<file path="config.mk">
export PLATFORM = sky130hd
export DESIGN_NAME = psum_drain
export DESIGN_NICKNAME = d
export VERILOG_FILES = /design/src/rtl/psum_drain.sv
export SDC_FILE = /design/constraint.sdc
export NUM_CORES = 1
export LEC_CHECK = 0
export BUFFER_PORTS_ARGS = -buffer_cell sky130_fd_sc_hd__buf_2
export CAP_MARGIN = 40
export CORE_ASPECT_RATIO = 1.2
export CORE_MARGIN = 5
export CORE_UTILIZATION = 25
export DETAILED_ROUTE_END_ITERATION = 10
export PLACE_DENSITY = 0.43
export SYNTH_ARGS = -nofsm -noshare
export SYNTH_HDL_FRONTEND = slang
export SYNTH_SLANG_ARGS = --single-unit
</file>
<file path="constraint.sdc">
create_clock -name clk -period 3.5 [get_ports clk]
set_clock_uncertainty 0.05 [all_clocks]
set_input_delay 0.35 -clock clk [delete_from_list [all_inputs] [get_ports clk]]
set_output_delay 0.35 -clock clk [all_outputs]
set_load 0.01 [all_outputs]
</file>
<file path="src/rtl/psum_drain.sv">
// rtl/psum_drain.sv - partial-sum drain: output FIFO into psum SRAM, accumulating across passes
module psum_drain #(
    parameter int psum_bw  = 16,
    parameter int col      = 8,
    parameter int len_onij = 16,
    parameter int addr_bw  = 4
) (
    input  logic                     clk,
    input  logic                     reset,
    input  logic                     start,
    input  logic [3:0]               num_pass,
    input  logic                     relu_en,
    input  logic                     ofifo_valid,
    input  logic [psum_bw*col-1:0]   ofifo_data,
    output logic                     ofifo_rd,
    output logic                     mem_cen,
    output logic                     mem_wen,
    output logic [addr_bw-1:0]       mem_addr,
    output logic [psum_bw*col-1:0]   mem_d,
    input  logic [psum_bw*col-1:0]   mem_q,
    output logic                     busy,
    output logic                     done
);

    typedef enum logic [2:0] {
        S_IDLE,
        S_WAIT,
        S_READ,
        S_ACC,
        S_WRITE,
        S_DONE
    } state_t;

    localparam logic [addr_bw-1:0] LAST_ADDR = addr_bw'(len_onij - 1);

    state_t                   r_state;
    logic [addr_bw-1:0]       r_addr;
    logic [3:0]               r_pass;
    logic [3:0]               r_last_pass;
    logic                     r_relu;
    logic [psum_bw*col-1:0]   r_hold;

    logic                     w_final;
    logic                     w_last_addr;
    logic                     w_acc;
    logic                     w_wr;
    logic [psum_bw*col-1:0]   w_wdata;

    assign w_final     = (r_pass == r_last_pass);
    assign w_last_addr = (r_addr == LAST_ADDR);
    assign w_acc       = (r_state == S_ACC);
    assign w_wr        = (r_state == S_ACC) || (r_state == S_WRITE);

    // Per-lane modulo add; mem_q is the read issued in the preceding READ cycle.
    genvar g;
    for (g = 0; g < col; g++) begin : g_lane
        logic [psum_bw-1:0] w_h;
        logic [psum_bw-1:0] w_q;
        logic [psum_bw-1:0] w_v;
        assign w_h = r_hold[g*psum_bw +: psum_bw];
        assign w_q = mem_q[g*psum_bw +: psum_bw];
        assign w_v = w_acc ? (w_h + w_q) : w_h;
        assign w_wdata[g*psum_bw +: psum_bw] =
            (r_relu && w_final && w_v[psum_bw-1]) ? '0 : w_v;
    end

    always_ff @(posedge clk or negedge reset) begin
        if (!reset) begin
            r_state     <= S_IDLE;
            r_addr      <= '0;
            r_pass      <= '0;
            r_last_pass <= '0;
            r_relu      <= 1'b0;
            r_hold      <= '0;
        end else begin
            case (r_state)
                S_IDLE: begin
                    if (start) begin
                        r_last_pass <= (num_pass == 4'd0) ? 4'd0 : 4'(num_pass - 4'd1);
                        r_relu      <= relu_en;
                        r_addr      <= '0;
                        r_pass      <= '0;
                        r_state     <= S_WAIT;
                    end
                end
                S_WAIT: begin
                    if (ofifo_valid) begin
                        r_hold  <= ofifo_data;
                        r_state <= (r_pass == 4'd0) ? S_WRITE : S_READ;
                    end
                end
                S_READ: r_state <= S_ACC;
                S_ACC, S_WRITE: begin
                    if (w_last_addr) begin
                        r_addr <= '0;
                        r_pass <= r_pass + 4'd1;
                    end else begin
                        r_addr <= r_addr + 1'b1;
                    end
                    r_state <= (w_last_addr && w_final) ? S_DONE : S_WAIT;
                end
                S_DONE:  r_state <= S_IDLE;
                default: r_state <= S_IDLE;
            endcase
        end
    end

    assign ofifo_rd = (r_state == S_WAIT) && ofifo_valid;
    assign mem_cen  = !((r_state == S_READ) || w_wr);
    assign mem_wen  = !w_wr;
    assign mem_addr = r_addr;
    assign mem_d    = w_wr ? w_wdata : '0;
    assign busy     = (r_state != S_IDLE);
    assign done     = (r_state == S_DONE);

endmodule

</file>
==> impl_metrics.toml, run 1 <==
[global_routing]
maximum_number_of_pins_on_one_net_before_global_route_repair = 74
overflow = 0
number_of_antenna_violations_at_the_first_check_in_global_routing = 15
overall_global_routing_resource_usage_pct = 17.9
first_global_vias = 13240
grt_first_pass_wirelength_um = 74800

[yosys]
number_of_enable_flip_flop_cells_after_synthesis = 0
top_cells_by_count_synth = "sky130_fd_sc_hd__nor2_1 (170), sky130_fd_sc_hd__dfrtp_1 (144), sky130_fd_sc_hd__mux2_2 (130)"
synthDistinctLibCells = 69
synth-seq-area-share_pct = 29.1
netlist_instances = 1335
synth_area_um2 = 12400
yosys.area_share.xor_xnor_pct = 7.79
yosys_register_bits = 144
synthSimpleGateAreaFrac_pct = 12.5
syn_area_per_cell_um2 = 9.26
post-synth-top-count-cell = "sky130_fd_sc_hd__nor2_1"
combinational_family_with_the_most_area_after_synthesis = "compound AO/OA/AOI/OAI gates"
yosys-mux-area-fraction_pct = 12.2
netlist_top_cells_area = "sky130_fd_sc_hd__dfrtp_1 (29%), sky130_fd_sc_hd__ha_1 (12%), sky130_fd_sc_hd__mux2_2 (12%)"
synth-main-ff-cell = "sky130_fd_sc_hd__dfrtp_1"
synth_adder_area_share_pct = 13.7
yosysWarnings = 0
post-synth-top-area-cell = "sky130_fd_sc_hd__dfrtp_1"
synth_compound_gate_area_share_pct = 21.7
syn-num-nets = 1731
yosysTopAreaCellShare_pct = 29.1
async_reset_ff_share_pct = 100

[sta]
clock.fmax_ghz = 0.268
tightestPinTransition_ns = 0.830
setup_violations = 17
min_period_over_period_pct = 107
setup_ws_ns = -0.237
final_period_minus_worst_setup_slack_ns = 3.74
final-hold-violation-count = 0
rsz_0062_raised_after_global_routing = "yes"
max_slew_margin_pct = 44.2
slew_viol_final = 0

[min_path]
worstHoldEndpoint = "r_hold[123]"
min_from = "ofifo_data[123]"
worstHoldPathCells = 2
hold_class = "in2reg"

[floorplan]
core_area_um2 = 49100
starting_utilization_of_the_core_area_pct = 25.2
design.die.area_um2 = 54000
pin_count = 402
fp.dieH_um = 254
fp.dieW_um = 213
num_rows = 89

[setup_path]
critPathKind = "reg2out"
timing.rr.start = "r_state[2]"
timing.critical_path.required_ns = 3.10
cp_max_fo = 2
r2r_cells = 10
worst_r2r_endpoint = "r_pass[3]"
setup.worst_path.start_class = "flop"
endpoint_kind = "output pin"
cp.arrival_ns = 3.34
reg2reg_setup_slack_ns = 1.09

[finish]
area_delta_synth_final_pct = 55.7
multi_input_comb_area_um2 = 10100
num-nets-final = 2266
fin_util_pct = 39.2
instances_no_fill = 2529
drive_gt1_share_pct = 52.9
final_layout_fill_cell_count = 4975
postLayoutCellArea_um2 = 19200
area_occupied_by_registers_um2 = 3600

[detailed_routing]
wirelength_um = 50200
drc_errors = 0
antenna_violating_nets_post_route = 0
routedWlPerCell_um = 19.8
routed-via-count = 12562
dr.first_iter.drc_count = 366
detail_route.vias_per_cell = 4.97
drt_first_pass_iters = 4

[power]
report.power.total_mw = 16.5
power_density_nw_per_um2 = 859
max-vdd-ir-drop_mv = 0.361
static-leakage-power_nw = 8.38

[clock_tree]
tritoncts = "done"
cts.reportedPaths.clkPinSlew_ns = 0.07
cts_root_buffer_type = "sky130_fd_sc_hd__clkbuf_16"
clk-insertion-delay-late_ns = 0.48
clock_sink_count = 144
cts_buffers = 17
clock_tree.htree_level_count = 4
cts.path.max_buffers = 2

[placement]
place_hpwl_um = 37200
placement.setup.worst_slack_ns = -0.219
routability_congestion_estimate_from_global_placement = 0.818
port-buffer-count = 401
post-place-cells = 2393
dpl-instance-area_um2 = 15600

[status]
violations = "negative setup slack"
status = "complete, but fails checks"

[flow_run]
maxCapViolations = 0
-- sequential cells by signal (all words and copies together) (netlist names) --
register and flops:
r_hold 128, mem_addr 4, r_last_pass 4, r_pass 4
r_state 3, r_relu 1
-- worst max-delay path by stage --
stage | endpoint | startpoint | cells past startpoint | slack (ns)
finish | mem_d[14] | r_hold[0] | 12 | -0.24
global route | mem_d[12] | r_hold[0] | 13 | -0.39
CTS | mem_d[14] | r_hold[0] | 12 | -0.32
detailed placement | mem_d[27] | mem_q[17] | 12 | -0.22
global placement | mem_d[27] | mem_q[17] | 12 | -0.17
floorplan | mem_d[14] | r_hold[0] | 11 | 0.42
-- through the flow --
stage	setup TNS, ns	hold slack [ns]
6_report	-2.25	0.0509
4_1_cts	-4.60	0.000694
5_1_grt	-12.60	0.0126
3_5_place_dp	-4.10	0.401
3_3_place_gp	-1.26	0.393
2_1_floorplan	0	0.00441
-- metal layers --
layer	GRT usage, %	vias up	wire length (µm)
li1	-	6026	-
met1	21.1	6176	20200
met2	31.4	290	25900
met3	4.64	62	2700
met4	5.98	8	1260
met5	0	-	51
-- report_power, final --
group / total (mW) / switching [mW] / internal, mW
Combinational: 11.3 / 5.51 / 5.78
Clock: 1.99 / 0.861 / 1.13
Sequential: 3.25 / 0.761 / 2.49
Total: 16.5 / 7.13 / 9.40
-- repair_timing --
item / CTS / global route
endpoints found under the setup margin: 123 / 123
hold endpoints to repair: 84 / 0
cloned: 3 / 2
hold buffers: 16 / 0
resized for setup: 214 / 263
pin swaps: 104 / 156
setup buffers: 57 / 33
-- cell families (layout without fill, tap and decap cells) --
group | after synthesis | in the layout
xor gates and xnor gates | 110 | 110
and+or+nand+nor | 337 | 337
AOI/OAI and AO/OA | 391 | 391
DFF | 144 | 144
buffers and inverters | 87 | 635
adders and majority gates | 131 | 131
other | 0 | 9
muxes | 135 | 135
-- cell usage in the layout, fill, tap and decap left out, types with 32 or more instances in the layout --
cell	count
sky130_fd_sc_hd__buf_2	335
sky130_fd_sc_hd__dfrtp_1	143
sky130_fd_sc_hd__mux2_2	130
sky130_fd_sc_hd__buf_4	127
sky130_fd_sc_hd__a22oi_1	102
sky130_fd_sc_hd__ha_1	80
sky130_fd_sc_hd__buf_6	75
sky130_fd_sc_hd__xnor2_1	67
sky130_fd_sc_hd__nor2_1	67
sky130_fd_sc_hd__nor2_4	66
sky130_fd_sc_hd__a21oi_1	54
sky130_fd_sc_hd__nand2_1	45
sky130_fd_sc_hd__nor2_2	43
sky130_fd_sc_hd__a21o_1	43
sky130_fd_sc_hd__xor2_1	35
sky130_fd_sc_hd__ha_4	34
sky130_fd_sc_hd__inv_1	32
-- cell type report --
type | instances | share of cell area (%)
clock buffers | 18 | 2.28
diodes | 9 | 0.117
multi-input cells | 1104 | 52.6
repair buffers | 570 | 20.6
clock inverters | 14 | 0.864
well taps | 637 | 4.14
inverters | 33 | 0.643
flip-flops and latches | 144 | 18.7
-- worst max-delay path, cell delays in order (launching register included) --
cell and delay (ns):
sky130_fd_sc_hd__dfrtp_1 0.41, sky130_fd_sc_hd__ha_4 0.18, sky130_fd_sc_hd__fa_2 0.35, sky130_fd_sc_hd__a211o_1 0.33, sky130_fd_sc_hd__a21oi_2 0.16, sky130_fd_sc_hd__o21bai_2 0.08, sky130_fd_sc_hd__a21o_1 0.20, sky130_fd_sc_hd__a22o_1 0.22
sky130_fd_sc_hd__o41ai_4 0.27, sky130_fd_sc_hd__o21ba_2 0.22, sky130_fd_sc_hd__a32oi_1 0.11, sky130_fd_sc_hd__a21oi_2 0.17, sky130_fd_sc_hd__buf_2 0.15
Note: power is estimated with default switching activity, not from simulation.
==> run 2: changes to the inputs <==
RECOVER_POWER = 50   (was not set)
==> run 2 against run 1 <==
  * The flow finishes with violations (max-capacitance violations, max-slew violations, negative setup slack)
  * Setup slack better by 0.019 ns
  * Via count about the same
  * Cell count unchanged
  * Wire length about the same
  * Fmax up 0.51%
  * Total power about the same
  * Clock power about the same
  * Register-to-register slack worse by 0.28 ns
  * Critical endpoint unchanged
==> impl_metrics.toml, run 2 (same netlist as run 1, synthesis figures left out) <==
[status]
status = "complete, but fails checks"
violations = "max-capacitance violations, max-slew violations, negative setup slack"

[sta]
clock.fmax_ghz = 0.269
max_slew_margin_pct = -44.0
slew_viol_final = 73
whs_ns = 0.0525
tightestPinTransition_ns = 2.16
final-hold-violation-count = 0
setup_ws_ns = -0.218
rsz_0062_raised_after_global_routing = "yes"
min_period_over_period_pct = 106
final_period_minus_worst_setup_slack_ns = 3.72
finalSetupTns_ns = -2.24
setup_violations = 16

[setup_path]
cp_common_cell = "sky130_fd_sc_hd__a21oi_2"
critPathKind = "reg2out"
timing.critical_path.slowest_cell_delay_ns = 0.41
timing.critical_path.required_ns = 3.10
crit_path_top_delay_cell = "sky130_fd_sc_hd__dfrtp_1"
cp_max_fo = 2
cp.arrival_ns = 3.32
path_buf_inv = 1
timing.rr.start = "r_state[1]"
critical_path.top_delay_family = "compound AO/OA/AOI/OAI gates"
setup.worst_path.start_class = "flop"
endpoint_kind = "output pin"
startpoint = "r_hold[0]"
crit_chain = "ha_4 > fa_2 > a211o_1 > a21oi_2 > o21bai_2 > a21o_1 > a22o_1 > o41ai_4 > o21ba_2 > a32oi_1 > a21oi_2 > buf_2"

[detailed_routing]
routed-via-count = 12560
route.met3.wl_um = 2650
antenna_violating_nets_post_route = 0
routedWlPerCell_um = 19.8
dr_wl_met2_um = 26000
drc_errors = 0
maxUsedRoutingLayer = "met5"
wire_length_on_met1_um = 20200
drt_first_pass_iters = 4
detail_route.vias_per_cell = 4.97
dr.first_iter.drc_count = 369
wirelength_um = 50200

[finish]
area_delta_synth_final_pct = 55.4
largest_reg_flops = 128
instances_no_fill = 2529
final_common_cell = "sky130_fd_sc_hd__buf_2"
num-nets-final = 2266
max_flop_register = "r_hold"
mostFrequentLayoutCells = "sky130_fd_sc_hd__buf_2 (331), sky130_fd_sc_hd__dfrtp_1 (143), sky130_fd_sc_hd__mux2_2 (130), sky130_fd_sc_hd__buf_4 (123), sky130_fd_sc_hd__a22oi_1 (102)"
drive_gt1_share_pct = 52.5

[floorplan]
pin_count = 402
core_area_um2 = 49100
design.die.area_um2 = 54000
num_rows = 89
fp.dieW_um = 213
fp.dieH_um = 254
starting_utilization_of_the_core_area_pct = 25.2

[placement]
post-place-cells = 2393
placement.setup.worst_slack_ns = -0.219
place_hpwl_um = 37200
routability_congestion_estimate_from_global_placement = 0.818
port-buffer-count = 401

[min_path]
min_from = "ofifo_data[123]"
hold_class = "in2reg"

[power]
static-leakage-power_nw = 8.34
power_density_nw_per_um2 = 860
max-vdd-ir-drop_mv = 0.359
report.power.total_mw = 16.5

[clock_tree]
cts_root_buffer_type = "sky130_fd_sc_hd__clkbuf_16"
cts_buffers = 17
clk-insertion-delay-late_ns = 0.48
tritoncts = "done"
cts.path.max_buffers = 2
cts.reportedPaths.clkPinSlew_ns = 0.07
clock_tree.htree_level_count = 4
clock_sink_count = 144

[flow_run]
maxCapViolations = 1

[global_routing]
number_of_antenna_violations_at_the_first_check_in_global_routing = 15
overall_global_routing_resource_usage_pct = 17.9
grt_first_pass_wirelength_um = 74800
maximum_number_of_pins_on_one_net_before_global_route_repair = 74
overflow = 0
first_global_vias = 13240
run 2: layout make-up:
type / count / area (µm²)
fill: 4991 / 29900
multi-input combinational: 1104 / 10100
timing repair buffer: 570 / 3940
sequential: 144 / 3600
tap: 637 / 797
clock buffer: 18 / 439
clock inverter: 14 / 166
inverter: 33 / 124
antenna: 9 / 22.5
run 2: power breakdown:
group,switching (mW),total [mW],internal [mW]
registers,0.759,3.25,2.49
clock network,0.862,2.00,1.13
logic,5.51,11.3,5.77
run 2: worst paths after layout:
| check | end | cells after the start | slack (ns) |
|---|---|---|---|
| max in group asynchronous | r_hold[49] | 3 | 0.58 |
| min in group asynchronous | r_hold[112] | 2 | 0.95 |
| hold / removal | r_hold[123] | 2 | 0.05 |
| hold reg to reg | r_last_pass[1] | 2 | 0.45 |
| setup reg to reg | r_pass[3] | 10 | 0.81 |
| setup / recovery | mem_d[14] | 12 | -0.22 |
run 2: layer usage:
layer	vias up	global-route usage [%]
met5	-	0
met4	8	5.98
met3	65	4.64
met2	283	31.4
met1	6172	21.1
li1	6032	-
run 2: timing repair:
item	4_1_cts	5_1_grt
hold buffers	16	0
gates cloned	3	2
gates resized for setup	214	263
endpoints found under the setup margin	123	123
endpoints found under the hold margin	84	0
setup buffers	57	33
pin swaps	104	156
run 2: per-stage QoR:
| step | area, µm² | utilization [%] |
|---|---|---|
| 5_1_grt | 19200 | 39.1 |
| 4_1_cts | 17900 | 36.4 |
| 2_1_floorplan | 12400 | - |
| 3_3_place_gp | 15600 | 31.7 |
| 6_report | 19200 | 39.1 |
| 3_5_place_dp | 15600 | 31.7 |
==> run 3: changes to the inputs <==
BUFFER_PORTS_ARGS = -buffer_cell sky130_fd_sc_hd__buf_4   (was -buffer_cell sky130_fd_sc_hd__buf_2)
==> run 3 against run 2 <==
  * Global-route usage rose by 0.60 points
  * Total power grew 2.6%
  * Cell area up 9.5%
  * Sequential power about the same
  * Critical path type unchanged
  * The flow still finishes with violations (max-capacitance violations, max-slew violations, negative setup slack)
  * Register-to-register slack worse by 0.03 ns
  * Utilization grew 3.7 points
==> impl_metrics.toml, run 3 (same netlist as run 1, synthesis figures left out) <==
[clock_tree]
clk-insertion-delay-late_ns = 0.48
cts_buffers = 17
cts_root_buffer_type = "sky130_fd_sc_hd__clkbuf_16"
cts.reportedPaths.clkPinSlew_ns = 0.07
clock_sink_count = 144
tritoncts = "done"
cts.path.max_buffers = 2
clock_tree.htree_level_count = 4

[setup_path]
cp_common_cell = "sky130_fd_sc_hd__a21oi_2"
endpoint_kind = "output pin"
critical_path.top_delay_family = "compound AO/OA/AOI/OAI gates"
r2r_cells = 10
crit_chain = "ha_4 > fa_2 > a211o_1 > a21oi_2 > o21bai_2 > a21o_1 > a22o_1 > o41ai_4 > o21ba_2 > a32oi_2 > a21oi_2 > buf_4"
cp.arrival_ns = 3.27
cp.depth = 12
setup.worst_path.start_class = "flop"
timing.critical_path.required_ns = 3.10
crit_path_top_delay_cell = "sky130_fd_sc_hd__dfrtp_1"
path_buf_inv = 1
critPathKind = "reg2out"
timing.critical_path.slowest_cell_delay_ns = 0.42
cp_max_fo = 3

[status]
status = "complete, but fails checks"
violations = "max-capacitance violations, max-slew violations, negative setup slack"

[finish]
drive_gt1_share_pct = 51.0
largest_reg_flops = 128
final_layout_fill_cell_count = 4807
postLayoutCellArea_um2 = 21000
max_flop_register = "r_hold"
final_common_cell = "sky130_fd_sc_hd__buf_4"
mostFrequentLayoutCells = "sky130_fd_sc_hd__buf_4 (443), sky130_fd_sc_hd__dfrtp_1 (143), sky130_fd_sc_hd__mux2_2 (130), sky130_fd_sc_hd__buf_6 (104), sky130_fd_sc_hd__a22oi_1 (101)"
area_delta_synth_final_pct = 70.1
num-nets-final = 2350

[power]
netSwitchingFraction_pct = 42.5
clkPwrFrac_pct = 11.3
max-vdd-ir-drop_mv = 0.316
internal-power_mw = 9.76
power_frac_comb_pct = 69.5
power_density_nw_per_um2 = 806
static-leakage-power_nw = 8.97
seq_power_share_pct = 19.3
switch_pwr_mw = 7.20

[detailed_routing]
antenna_violating_nets_post_route = 0
dr.first_iter.drc_count = 441
detail_route.vias_per_cell = 4.91
drc_errors = 0
drt_first_pass_iters = 5
wirelength_um = 51500
routedWlPerCell_um = 19.7
routed-via-count = 12803

[global_routing]
overflow = 0
first_global_vias = 13540
maximum_number_of_pins_on_one_net_before_global_route_repair = 74
grt_first_pass_wirelength_um = 77100
overall_global_routing_resource_usage_pct = 18.5
number_of_antenna_violations_at_the_first_check_in_global_routing = 8

[sta]
setup_ws_ns = -0.174
final_period_minus_worst_setup_slack_ns = 3.67
slew_viol_final = 41
min_period_over_period_pct = 105
max_slew_margin_pct = -83.1
tightestPinTransition_ns = 2.75
setup_violations = 31
whs_ns = 0.0528
clock.fmax_ghz = 0.272
rsz_0062_raised_after_global_routing = "yes"
final-hold-violation-count = 0

[floorplan]
pin_count = 402
fp.dieW_um = 213
num_rows = 89
starting_utilization_of_the_core_area_pct = 25.2
fp.dieH_um = 254
core_area_um2 = 49100
design.die.area_um2 = 54000

[placement]
routability_congestion_estimate_from_global_placement = 0.838
place_hpwl_um = 37900
port-buffer-count = 401
dpl-instance-area_um2 = 16700

[min_path]
worstHoldPathCells = 2
hold_class = "in2reg"

[flow_run]
maxCapViolations = 1
run 3: worst paths after layout:
kind	slack, ns	start	end
max	-0.17	r_hold[0]	mem_d[14]
min	0.05	ofifo_data[113]	r_hold[113]
max reg2reg	0.78	r_state[1]	r_pass[3]
min reg2reg	0.45	r_last_pass[1]	r_last_pass[1]
max in group asynchronous	0.51	reset	r_hold[50]
min in group asynchronous	1.23	reset	r_hold[112]
run 3: what timing repair did:
item	in CTS	in global routing
gates cloned	5	0
setup buffers	70	25
pin swaps	136	125
setup endpoints to repair	125	123
endpoints found under the hold margin	119	0
hold buffers	82	0
gates resized for setup	285	212
run 3: area by class of cell:
type / count / area [µm²] / share of cell area (%)
clock inverter: 11 / 114 / 0.541
multi-input combinational: 1104 / 10200 / 48.5
tap: 637 / 797 / 3.79
timing repair buffer: 654 / 5710 / 27.1
inverter: 33 / 124 / 0.589
clock buffer: 21 / 460 / 2.19
antenna: 5 / 12.5 / 0.0595
sequential: 144 / 3600 / 17.1
run 3: stage by stage:
step | utilization, % | total power, mW | setup WS, ns | cells | setup TNS (ns)
finish | 42.8 | 17.0 | -0.174 | 2609 | -2.83
global placement | 33.9 | 12.2 | -0.213 | 2397 | -3.45
detailed placement | 33.9 | 12.3 | -0.227 | 2398 | -5.88
floorplan | - | 9.31 | 0.423 | 1335 | 0
CTS | 40.7 | 16.1 | -0.351 | 2584 | -8.49
global route | 42.8 | 18.3 | -0.350 | 2609 | -16.48
run 3: worst register-to-register path, cell delays in order, from the launching register on:
cell	delay [ns]
sky130_fd_sc_hd__dfrtp_1	0.32
sky130_fd_sc_hd__clkbuf_1	0.44
sky130_fd_sc_hd__nand3_1	0.25
sky130_fd_sc_hd__buf_4	0.30
sky130_fd_sc_hd__nand2b_1	0.24
sky130_fd_sc_hd__inv_1	0.16
sky130_fd_sc_hd__nor2_1	0.37
sky130_fd_sc_hd__a21oi_1	0.16
sky130_fd_sc_hd__nor3_1	0.19
sky130_fd_sc_hd__a21oi_1	0.05
sky130_fd_sc_hd__o21ai_0	0.13
run 3: power groups by stage:
stage	clock network (mW)	logic, mW	registers (mW)
CTS	2.01	10.9	3.21
floorplan	0	6.30	3.00
finish	1.91	11.8	3.27
global route	2.07	12.9	3.37
global placement	0	9.06	3.18
detailed placement	0	9.10	3.20
run 3: layer usage:
| layer | track usage, % | part of all wire, % | vias to the layer above |
|---|---|---|---|
| met1 | 21.0 | 40 | 6257 |
| met5 | 0 | 0.066 | - |
| met4 | 6.00 | 2.2 | 4 |
| li1 | - | - | 6199 |
| met2 | 33.1 | 52 | 286 |
| met3 | 5.46 | 5.7 | 57 |
